==> src/rtl/video_wb_arbiter.sv <==
// Two-requester Wishbone master arbiter. The registered owner drives the bus
// through a combinational mux, and the owner can be preempted after MAX_BURST beats.
module video_wb_arbiter #(
    parameter int MAX_BURST = 8,
    parameter int AW        = 32,
    parameter int DW        = 32
) (
    input  logic            clk,
    input  logic            reset,
    input  logic [1:0]      req_cyc,
    input  logic [1:0]      req_stb,
    input  logic [1:0]      req_lock,
    input  logic [1:0]      req_we,
    input  logic [7:0]      req_sel,
    input  logic [2*AW-1:0] req_adr,
    input  logic [2*DW-1:0] req_dat_w,
    output logic [1:0]      req_ack,
    output logic [1:0]      req_err,
    output logic [DW-1:0]   req_dat_r,
    output logic [1:0]      grant,
    output logic            p_wb_CYC_O,
    output logic            p_wb_STB_O,
    output logic            p_wb_LOCK_O,
    output logic            p_wb_WE_O,
    output logic [3:0]      p_wb_SEL_O,
    output logic [AW-1:0]   p_wb_ADR_O,
    output logic [DW-1:0]   p_wb_DAT_O,
    input  logic            p_wb_ACK_I,
    input  logic            p_wb_ERR_I,
    input  logic [DW-1:0]   p_wb_DAT_I
);
    localparam int            BW         = (MAX_BURST > 0) ? $clog2(MAX_BURST + 1) : 1;
    localparam logic [BW-1:0] BEAT_LAST  = (MAX_BURST > 0) ? BW'(MAX_BURST - 1) : '0;
    localparam logic          PREEMPT_EN = (MAX_BURST != 0);

    typedef enum logic [1:0] {
        IDLE = 2'd0,
        GNT0 = 2'd1,
        GNT1 = 2'd2
    } state_t;

    state_t        state_q, state_d;
    logic          last_q, last_d;
    logic [BW-1:0] beat_q, beat_d;
    logic          owned;
    logic          own;
    logic          term;

    assign owned = (state_q != IDLE);
    assign own   = (state_q == GNT1);
    assign grant = {state_q == GNT1, state_q == GNT0};

    // A beat is one STB/ACK (or STB/ERR) handshake: the owner holds STB and its
    // request fields stable until the slave terminates the beat with ACK or ERR.
    assign term = p_wb_ACK_I | p_wb_ERR_I;

    always_ff @(posedge clk or posedge reset) begin
        if (reset) begin
            state_q <= IDLE;
            last_q  <= 1'b1;
            beat_q  <= '0;
        end else begin
            state_q <= state_d;
            last_q  <= last_d;
            beat_q  <= beat_d;
        end
    end

    always_comb begin
        state_d = state_q;
        last_d  = last_q;
        beat_d  = beat_q;
        case (state_q)
            IDLE: begin
                if (req_cyc == 2'b11) state_d = last_q ? GNT0 : GNT1;
                else if (req_cyc[0])  state_d = GNT0;
                else if (req_cyc[1])  state_d = GNT1;
            end
            GNT0, GNT1: begin
                // Releasing the bus takes priority over a preemption on the same edge.
                if (!req_cyc[own]) begin
                    state_d = IDLE;
                    last_d  = own;
                    beat_d  = '0;
                end else if (PREEMPT_EN && term && beat_q == BEAT_LAST &&
                             !req_lock[own] && req_cyc[~own]) begin
                    state_d = own ? GNT0 : GNT1;
                    last_d  = own;
                    beat_d  = '0;
                end else if (term && beat_q != BEAT_LAST) begin
                    beat_d = beat_q + 1'b1;
                end
            end
            default: state_d = IDLE;
        endcase
    end

    always_comb begin
        p_wb_CYC_O  = owned & req_cyc[own];
        p_wb_STB_O  = owned & req_stb[own];
        p_wb_LOCK_O = owned & req_lock[own];
        p_wb_WE_O   = owned & req_we[own];
        p_wb_SEL_O  = '0;
        p_wb_ADR_O  = '0;
        p_wb_DAT_O  = '0;
        if (owned) begin
            p_wb_SEL_O = own ? req_sel[7:4]          : req_sel[3:0];
            p_wb_ADR_O = own ? req_adr[2*AW-1:AW]    : req_adr[AW-1:0];
            p_wb_DAT_O = own ? req_dat_w[2*DW-1:DW]  : req_dat_w[DW-1:0];
        end
    end

    assign req_ack   = grant & {2{p_wb_ACK_I}};
    assign req_err   = grant & {2{p_wb_ERR_I}};
    assign req_dat_r = p_wb_DAT_I;

endmodule

==> config.mk <==
export PLATFORM = sky130hd
export DESIGN_NAME = video_wb_arbiter
export DESIGN_NICKNAME = d
export VERILOG_FILES = /design/src/rtl/video_wb_arbiter.sv
export SDC_FILE = /design/constraint.sdc
export NUM_CORES = 1
export LEC_CHECK = 0
export ABC_AREA = 1
export BUFFER_PORTS_ARGS = -buffer_cell sky130_fd_sc_hd__buf_2
export CAP_MARGIN = 10
export CORE_AREA = 3 3 110 112
export DETAILED_ROUTE_END_ITERATION = 10
export DIE_AREA = 0 0 113 115
export PLACE_DENSITY = 0.47
export SLEW_MARGIN = 40
export SYNTH_ARGS = -nofsm -noshare
export SYNTH_HDL_FRONTEND = slang
export SYNTH_SLANG_ARGS = --single-unit
==> constraint.sdc <==
create_clock -name clk -period 4.3 [get_ports clk]
set_input_delay 0.43 -clock clk [delete_from_list [all_inputs] [get_ports clk]]
set_output_delay 0.43 -clock clk [all_outputs]
set_load 0.02 [all_outputs]
==> results.tsv, run 1 <==
metric	value	unit
drt wl/cell	13.1	um
clk slew on worst S/H paths	0.04	ns
DP Cell Count	668	
Mapped Area	1870	um^2
Syn Nets	540	
cell count after synthesis	355	
Routed Antenna Nets	0	
Max IR drop VDD	0.000302	V
initial antenna violation count	1	
first-pass GRT wire length	12500	um
RSZ-0062 raised after global routing	no	
Final WS setup	1.37	ns
number of distinct library cells after synthesis	24	
setup tns final	0	ns
GRT overflow	0	
DP HPWL	7080	um
Max-slew headroom	0.502	
num rows	39	
TritonCTS clock tree	built	
RD Place Congestion	0.814	
sequential share of the synthesized area	0.0945	
layout cells sized above 1	0.465	
Lkg Pwr	1.79	nW
Setup Skew	0.000228	ns
crit start category	flop	
nature of the critical path endpoint	output port	
Max Slew Vio Count	0	
Hold Crit Class	input pin to async pin	
drc violations	0	
Max Cap Viol	0	
CTS Hold Bufs	0	
drt total wl	8820	um
dominant cell type by area after synthesis	nand2_1	
Post-synth ARST share	1.00	
DP Worst Slack	1.60	ns
H-Tree Depth	1	
post-CTS resize count	0	
post-layout min period	2.93	ns
most frequent cell after synthesis	nand2_1	
synth top area cells	nand2_1 (33%), a21oi_1 (20%), buf_4 (14%), dfrtp_1 (8.0%), buf_2 (4.0%)	
number of synthesized register bits	7	
I/O pins	290	
PwrDens	696	nW/um^2
Primary FF master, synth	dfrtp_1	
period utilization	0.681	
vias per cell	4.23	
Crit Path Class	flop to output port	
Mapped Avg Cell Area	5.26	um^2
# setup viols final	0	
Fmax	342	MHz
die area	13000	um^2
Die Span X	113	um
crit-path max FO	47	
post-synth top area share	0.334	
Yosys warning total	0	
gr usage total	0.117	
Nets	715	
CTS buffer count	3	
largest net degree at the start of global routing	74	
initial core utilization	0.165	
die height	115	um
outcome	complete, no violations	
required time of the worst setup path	3.87	ns
DRT Pass-1 Iters	4	
DRT iter0 DRCs	117	
latest clock arrival within the worst-skew pair	0.23	ns
vias	2840	
setup repair bufs after CTS	0	
core area	11300	um^2
Worst-Margin Slew	0.746	ns
Post-synth EDFFs	0	
root buf cell	clkbuf_16	
final hold violation count	0	
vias in the first global route	2496	
Sink Count	7	
Buffers on Ports	225	
Final Hold Slack	0.131	ns
Non-Filler Instances	672	
antenna cell count	0	
synth cell count leaders	nand2_1 (166), a21oi_1 (73), buf_4 (34)	
Crit path arrival time	2.50	ns
P&R area growth vs syn	56.0	%
maximum buffer depth of the clock tree	2	
==> worst max-delay path: stages (launching register included) <==
cell and delay [ns]:
dfrtp_1 0.40, inv_1 0.14, ha_2 0.66, buf_4 0.53, nand2_1 0.09, a21oi_1 0.20, buf_2 0.21
==> metal layers <==
metal | wire, um | part of all wire | vias up | GRT usage
met1 | 3380 | 0.38 | 1250 | 0.138
met2 | 4570 | 0.52 | 138 | 0.218
met4 | 77 | 0.0087 | 2 | 0.0112
li1 | - | - | 1438 | -
met3 | 764 | 0.087 | 12 | 0.0305
met5 | 20 | 0.0023 | - | 0
==> through the flow <==
step / power [mW] / utilization / area (um^2)
2_1_floorplan: 1.38 / - / 1870
5_1_grt: 2.22 / 0.257 / 2910
4_1_cts: 2.06 / 0.257 / 2910
3_5_place_dp: 1.89 / 0.250 / 2830
6_report: 2.03 / 0.257 / 2910
3_3_place_gp: 1.86 / 0.249 / 2820
==> flip-flops by register name, summed over array words and instances, names as in the netlist <==
| signal | cells |
|---|---|
| beat_q | 4 |
| last_q | 1 |
| state_q | 2 |
==> area by class of cell <==
| cell class | instances | area (um^2) |
|---|---|---|
| Clock buffer | 4 | 78.8 |
| Fill cell | 1329 | 8410 |
| Sequential cell | 7 | 176 |
| Multi-Input combinational cell | 275 | 1270 |
| Tap cell | 143 | 179 |
| Inverter | 16 | 62.6 |
| Timing Repair Buffer | 227 | 1140 |
==> worst paths after layout <==
check	startpoint	endpoint	slack (ns)	cells past startpoint
max reg2reg	state_q[0]	state_q[1]	1.74	11
min reg2reg	last_q	last_q	0.48	2
max	state_q[0]	p_wb_SEL_O[3]	1.37	6
max in group asynchronous	reset	last_q	3.89	2
min	reset	beat_q[1]	0.13	2
min in group clk	last_q	last_q	0.48	2
==> placed cells by master (no fill, tap or decap), types with 2 or more instances in the layout <==
master / instances
nand4_1: 4
nand2_2: 4
nand2_1: 166
a21oi_1: 73
nand2_4: 2
nor2_1: 6
buf_2: 225
clkbuf_16: 3
ha_1: 3
nand3_2: 2
dfrtp_1: 6
nand3_1: 7
xor2_1: 2
inv_1: 14
buf_4: 2
==> cell families (layout without fill, tap and decap cells) <==
family	after synthesis	after routing	synth area share
buffers and inverters	73	247	0.231
AOI/OAI and AO/OA	76	76	0.212
xor gates and xnor gates	2	2	0.00939
adders and majority gates	5	5	0.0335
and+or+nand+nor	192	192	0.420
DFF	7	7	0.0945
==> where the power goes <==
group	internal (mW)	total (mW)	switching (mW)
registers	0.0887	0.106	0.0172
clock network	0.124	0.161	0.0371
logic	0.542	1.76	1.22
No activity file was read; power rests on OpenSTA's default activity.
==> inputs of run 2 (changes only) <==
--- a/config.mk
+++ b/config.mk
@@ -5,13 +5,13 @@
 export SDC_FILE = /design/constraint.sdc
 export NUM_CORES = 1
 export LEC_CHECK = 0
-export ABC_AREA = 1
+export ABC_AREA = 0
 export BUFFER_PORTS_ARGS = -buffer_cell sky130_fd_sc_hd__buf_2
 export CAP_MARGIN = 10
-export CORE_AREA = 3 3 110 112
+export CORE_AREA = 3 3 112 114
 export DETAILED_ROUTE_END_ITERATION = 10
-export DIE_AREA = 0 0 113 115
-export PLACE_DENSITY = 0.47
+export DIE_AREA = 0 0 115 117
+export PLACE_DENSITY = 0.46
 export SLEW_MARGIN = 40
 export SYNTH_ARGS = -nofsm -noshare
 export SYNTH_HDL_FRONTEND = slang
==> constraint.sdc (replaced) <==
create_clock -name clk -period 2.7 [get_ports clk]
set_input_delay 0.27 -clock clk [delete_from_list [all_inputs] [get_ports clk]]
set_output_delay 0.27 -clock clk [all_outputs]
set_load 0.02 [all_outputs]
==> run 2 against run 1 <==
Highest routed layer is now met4. Critical path depth unchanged. Sequential cell count unchanged. Wire length down 14%. Largest power group unchanged. Utilization up 0.84 points. Combinational power up 64%. Register-to-register slack worse by 1.1 ns. Hold slack better by 0.38 ns. Sequential share of layout area down 0.29 points. Setup slack worse by 0.98 ns.
==> results.tsv, run 2 <==
metric	value	unit	change
drt wl/cell	13.1	um	about the same
die area	13500	um^2	was 13000 um^2
RSZ-0062 raised after global routing	no		unchanged
latest clock arrival within the worst-skew pair	0.23	ns	about the same
PwrDens	1090	nW/um^2	was 696 nW/um^2
post-route design area	3060	um^2	was 2910 um^2
post-synth top area share	0.369		was 0.334
H-Tree Depth	1		unchanged
vias	2422		was 2840
Most flops, register	beat_q		unchanged
CTS buffer count	3		unchanged
Post-Place Cell Area	2970	um^2	was 2830 um^2
Largest register FFs	4		unchanged
R2R Setup Slk	0.63	ns	was 1.74 ns
Max-slew headroom	0.698		was 0.502
P&R area growth vs syn	58.7	%	was 56.0%
Max Slew Vio Count	0		unchanged
dominant cell type by area after synthesis	mux2i_1		was nand2_1
post-layout min period	2.31	ns	
switching share of total power	0.556		was 0.628
initial antenna violation count	0		was 1
Post-synth EDFFs	0		unchanged
crit-path max cell delay	0.40	ns	was 0.66 ns
Die Span X	115	um	was 113 um
Power, Total	3.33	mW	was 2.03 mW
mux contribution to synthesized area	0.388		was 0
root buf cell	clkbuf_16		unchanged
DP HPWL	6510	um	was 7080 um
crit start category	flop		unchanged
Fmax	433	MHz	
Crit Path Class	flop to output port		unchanged
outcome	complete, no violations		unchanged
TritonCTS clock tree	built		unchanged
Nets	625		was 715
initial core utilization	0.167		was 0.165
post-CTS resize count	0		unchanged
required time of the worst setup path	2.43	ns	was 3.87 ns
Syn Nets	441		was 540
first-pass GRT wire length	10500	um	was 12500 um
Clk network pwr share	0.076		was 0.079
Sink Count	7		unchanged
maximum buffer depth of the clock tree	2		unchanged
antenna cell count	0		unchanged
simple-gate share of the synthesized area	0.212		was 0.420
Buffers on Ports	225		unchanged
drt total wl	7620	um	was 8820 um
period utilization	0.855		
Int Pwr	1.48	mW	was 754 uW
sequential share of the synthesized area	0.0915		was 0.0945
compound-gate portion of the synthesized area	0.0863		was 0.212
Post-Synth XOR/XNOR Area	0		was 0.00938
largest net degree at the start of global routing	40		was 74
vias per cell	4.16		was 4.23
nature of the critical path endpoint	output port		unchanged
Setup Skew	0.000641	ns	was 0.000228 ns
most frequent cells in the layout	buf_2 (225), mux2i_1 (71), nor2_1 (71), inv_1 (9), dfrtp_1 (6)		was buf_2 (225), nand2_1 (166), a21oi_1 (73), inv_1 (14), nand3_1 (7)
num rows	39		unchanged
Regs by FF count	beat_q x4, state_q x2, last_q x1		unchanged
final hold violation count	0		unchanged
Crit path arrival time	2.04	ns	was 2.50 ns
# setup viols final	0		unchanged
die height	117	um	was 115 um
DRT iter0 DRCs	56		was 117
number of distinct library cells after synthesis	34		was 24
Worst-Margin Slew	0.453	ns	was 0.746 ns
crit-path max FO	39		was 47
synth top area cells	mux2i_1 (37%), nor2_1 (14%), buf_4 (13%), dfrtp_1 (7.8%), ha_1 (3.2%)		was nand2_1 (33%), a21oi_1 (20%), buf_4 (14%), dfrtp_1 (8.0%), buf_2 (4.0%)
clk slew on worst S/H paths	0.04	ns	about the same
sequential power share	0.056		was 0.052
Max Cap Viol	0		unchanged
drc violations	0		unchanged
commonest non-fill, non-tap cell in the layout	buf_2		unchanged
Hold Crit Class	input pin to async pin		unchanged
core area	11500	um^2	was 11300 um^2
DRT Pass-1 Iters	4		unchanged
gr usage total	0.0954		was 0.117
Lkg Pwr	1.74	nW	was 1.79 nW
GRT overflow	0		unchanged
I/O pins	290		unchanged
synth cell count leaders	mux2i_1 (71), nor2_1 (71), buf_4 (33)		was nand2_1 (166), a21oi_1 (73), buf_4 (34)
layout cells sized above 1	0.551		was 0.465
combinational power share	0.868		was 0.869
vias in the first global route	2297		was 2496
Top delay family on crit path	buffers and inverters		unchanged
# fillers	1288		was 1329
Primary FF master, synth	dfrtp_1		unchanged
CP bufs+invs	3		unchanged
Mapped Avg Cell Area	7.53	um^2	was 5.26 um^2
largest family of logic cells by synthesized area	multiplexers		was simple AND/OR/NAND/NOR gates
Max IR drop VDD	0.000383	V	was 0.000302 V
Routed Antenna Nets	0		unchanged
net switching power	1.85	mW	was 1.27 mW
Post-synth ARST share	1.00		unchanged
critical-path cell list	inv_1 -> ha_4 -> buf_12 -> mux2i_1 -> nor2_1 -> buf_2		was inv_1 -> ha_2 -> buf_4 -> nand2_1 -> a21oi_1 -> buf_2
Mapped Area	1930	um^2	was 1870 um^2
number of synthesized register bits	7		unchanged
RD Place Congestion	0.768		was 0.814
setup tns final	0	ns	unchanged
cell count after synthesis	256		was 355
Adder-Cell Fraction of Synth Area	0.0324		was 0.0335
Yosys warning total	0		unchanged
CP max-delay cell	dfrtp_1		was ha_2
## run 2: metrics by stage
stage	util	setup slack, ns	hold slack, ns	cells
after floorplan	-	0.747	0.0727	256
after global placement	0.258	0.677	0.224	577
after detailed placement	0.258	0.617	0.219	577
after CTS	0.266	0.396	0.519	582
after global routing	0.266	0.255	0.540	582
final	0.266	0.393	0.514	582
## run 2: cells by family (layout without fill, tap and decap cells)
| family | count (synthesis) | after routing |
|---|---|---|
| buffers and inverters | 60 | 243 |
| AO/OA/AOI/OAI | 18 | 18 |
| multiplexers | 74 | 74 |
| AND/OR/NAND/NOR | 92 | 92 |
| adder cells (fa/ha/maj) | 5 | 5 |
| flip-flops | 7 | 7 |
## run 2: tightest hold or removal path, cell delays in order
cell and delay (ns):
dlygate4sd3_1 0.53, buf_2 0.12, inv_1 0.21
## run 2: per-layer routing
layer | routed length (um) | track usage
met1 | 2880 | 0.111
met2 | 3920 | 0.175
met3 | 682 | 0.0154
met4 | 144 | 0.0368
met5 | 0 | 0
## run 2: timing repair
| action | 4_1_cts | 5_1_grt |
|---|---|---|
| hold buffers | 1 | 0 |
| buffers inserted | 0 | 0 |
| hold endpoints to repair | 6 | 0 |
## run 2: power groups by stage
| stage | registers (mW) | clock network, mW | logic, mW |
|---|---|---|---|
| floorplan | 0.173 | 0 | 2.11 |
| global placement | 0.185 | 0 | 2.92 |
| detailed placement | 0.188 | 0 | 2.94 |
| CTS | 0.187 | 0.263 | 2.95 |
| global route | 0.192 | 0.270 | 3.15 |
| finish | 0.187 | 0.254 | 2.89 |
## run 2: cell type report
class | instances | area [um^2] | share of cell area
clock buffers | 4 | 78.8 | 0.0258
well taps | 143 | 179 | 0.0585
inverters | 9 | 33.8 | 0.0110
flip-flops and latches | 7 | 176 | 0.0577
multi-input cells | 189 | 1400 | 0.458
repair buffers | 230 | 1190 | 0.389
## run 2: path summary, 6_finish.rpt
check | endpoint | startpoint | depth (start not counted)
max | p_wb_ADR_O[21] | state_q[0] | 6
min in group clk | beat_q[0] | beat_q[0] | 1
max reg2reg | state_q[0] | state_q[0] | 6
min reg2reg | beat_q[0] | beat_q[0] | 1
max in group asynchronous | last_q | reset | 3
min | beat_q[3] | reset | 3
==> inputs of run 3 (changes only) <==
--- a/config.mk
+++ b/config.mk
@@ -11,7 +11,7 @@
 export CORE_AREA = 3 3 112 114
 export DETAILED_ROUTE_END_ITERATION = 10
 export DIE_AREA = 0 0 115 117
-export PLACE_DENSITY = 0.46
+export PLACE_DENSITY = 0.48
 export SLEW_MARGIN = 40
 export SYNTH_ARGS = -nofsm -noshare
 export SYNTH_HDL_FRONTEND = slang
==> run 3 against run 2 <==
Maximum frequency increased by 0.97%. Clock skew rose by 0.00067 ns. Non-clock buffer count stayed put. Via count decreased by 0.12%. Highest routed layer unchanged. Sequential power hardly changed. Global-route usage decreased by 0.051 points. Register-to-register slack better by 0.15 ns. Utilization shrank 0.11 points. Sequential cell count unchanged. Combinational power decreased by 1%. Wire length increased by 0.29%. Clock power barely moved.
==> results.tsv, run 3 (synthesized netlist as in run 2, its figures left out) <==
metric	value	unit	change
crit-path max FO	36		was 39
initial antenna violation count	0		unchanged
root buf cell	clkbuf_16		unchanged
TritonCTS clock tree	built		unchanged
Routed Antenna Nets	0		unchanged
# setup viols final	0		unchanged
initial core utilization	0.167		unchanged
post-CTS resize count	0		unchanged
DRT Pass-1 Iters	2		was 4
DP Cell Count	577		unchanged
most frequent cells in the layout	buf_2 (225), mux2i_1 (71), nor2_1 (71), inv_1 (9), dfrtp_1 (6)		unchanged
required time of the worst setup path	2.43	ns	about the same
Most flops, register	beat_q		unchanged
net switching power	1.84	mW	was 1.85 mW
die height	117	um	unchanged
period utilization	0.846		was 0.855
setup tns final	0	ns	unchanged
CTS Hold Bufs	1		unchanged
core area	11500	um^2	unchanged
clk slew on worst S/H paths	0.03	ns	was 0.04 ns
nature of the critical path endpoint	output port		unchanged
Max IR drop VDD	0.000441	V	was 0.000383 V
Crit path arrival time	2.02	ns	was 2.04 ns
outcome	complete, no violations		unchanged
Max-slew headroom	0.618		was 0.698
# fillers	1258		was 1288
combinational power share	0.867		was 0.868
antenna cell count	0		unchanged
RD Place Congestion	0.751		was 0.768
Setup Skew	0.00131	ns	was 0.000641 ns
latest clock arrival within the worst-skew pair	0.23	ns	about the same
drt total wl	7640	um	was 7620 um
num rows	39		unchanged
PwrDens	1080	nW/um^2	was 1090 nW/um^2
crit start category	flop		unchanged
commonest non-fill, non-tap cell in the layout	buf_2		unchanged
maximum buffer depth of the clock tree	2		unchanged
drc violations	0		unchanged
uppermost layer routed	met4		unchanged
Lkg Pwr	1.73	nW	was 1.74 nW
Int Pwr	1.45	mW	was 1.48 mW
Non-Filler Instances	582		unchanged
sequential power share	0.056		about the same
post-layout min period	2.29	ns	was 2.31 ns
vias per cell	4.16		about the same
Clk network pwr share	0.077		was 0.076
final hold violation count	0		unchanged
Buffers on Ports	225		unchanged
first-pass GRT wire length	10100	um	was 10500 um
CTS buffer count	3		unchanged
gr usage total	0.0948		was 0.0954
switching share of total power	0.560		was 0.556
layout cells sized above 1	0.551		unchanged
wire length on met2	4010	um	was 3920 um
Regs by FF count	beat_q x4, state_q x2, last_q x1		unchanged
Max Cap Viol	0		unchanged
Die Span X	115	um	unchanged
die area	13500	um^2	unchanged
Crit Path Class	flop to output port		unchanged
drt wl/cell	13.1	um	about the same
setup repair bufs after CTS	0		unchanged
largest net degree at the start of global routing	51		was 40
wire length on met1	2710	um	was 2880 um
Sink Count	7		unchanged
Nets	625		unchanged
total length of routed met3 wires	723	um	was 682 um
DRT iter0 DRCs	73		was 56
H-Tree Depth	1		unchanged
Largest register FFs	4		unchanged
Hold Crit Class	input pin to async pin		unchanged
vias	2419		was 2422
P&R area growth vs syn	58.0	%	was 58.7%
Fmax	438	MHz	was 433 MHz
RSZ-0062 raised after global routing	no		unchanged
I/O pins	290		unchanged
Worst-Margin Slew	0.573	ns	was 0.453 ns
GRT overflow	0		unchanged
Max Slew Vio Count	0		unchanged
DP HPWL	6580	um	was 6510 um
vias in the first global route	2191		was 2297
## run 3: cell types whose count changed in the layout (fill, tap and decap cells not counted)
| cell | previous run | this run |
|---|---|---|
| buf_4 | 2 | 3 |
| buf_12 | 2 | 1 |
## run 3: stage by stage
step	hold WS, ns	power, mW	util	worst slack [ns]	cell area [um^2]
floorplan	0.0727	2.28	-	0.747	1930
global placement	0.213	3.05	0.257	0.647	2960
detailed placement	0.218	3.08	0.257	0.589	2960
CTS	0.516	3.34	0.265	0.369	3050
global route	0.532	3.53	0.265	0.321	3050
finish	0.516	3.29	0.265	0.415	3050
## run 3: worst paths after layout
check	cells after the start	start	slack (ns)	end
worst max-delay path	6	state_q[0]	0.41	p_wb_DAT_O[7]
worst min-delay path	3	reset	0.52	beat_q[3]
worst max register to register	7	state_q[0]	0.78	last_q
worst min register to register	1	beat_q[0]	0.52	beat_q[0]
max in group asynchronous	3	reset	1.91	last_q
min in group clk	1	beat_q[0]	0.52	beat_q[0]
## run 3: area by class of cell
class                   count  area [um^2]  area share
clock buffers               4         78.8      0.0259
inverters                   9         33.8      0.0111
multi-input cells         189         1400       0.460
flip-flops and latches      7          176      0.0579
well taps                 143          179      0.0587
repair buffers            230         1180       0.387
## run 3: routing by layer
| layer | vias to the layer above | GRT usage |
|---|---|---|
| met5 | - | 0 |
| met4 | 0 | 0.0438 |
| met3 | 18 | 0.0123 |
| met2 | 154 | 0.182 |
| met1 | 1049 | 0.102 |
| li1 | 1198 | - |
## run 3: power by group through the flow
stage               Clock (mW)  Combinational (mW)  Sequential [mW]
floorplan                    0                2.11            0.173
global placement             0                2.87            0.183
detailed placement           0                2.90            0.184
CTS                      0.256                2.90            0.183
global route             0.262                3.08            0.190
finish                   0.252                2.85            0.184
## run 3: worst max-delay path, stage by stage (launching register included)
cell     delay [ns]
dfrtp_1        0.40
inv_1          0.13
ha_4           0.18
buf_4          0.48
mux2i_1        0.35
nor2_1         0.07
buf_2          0.18
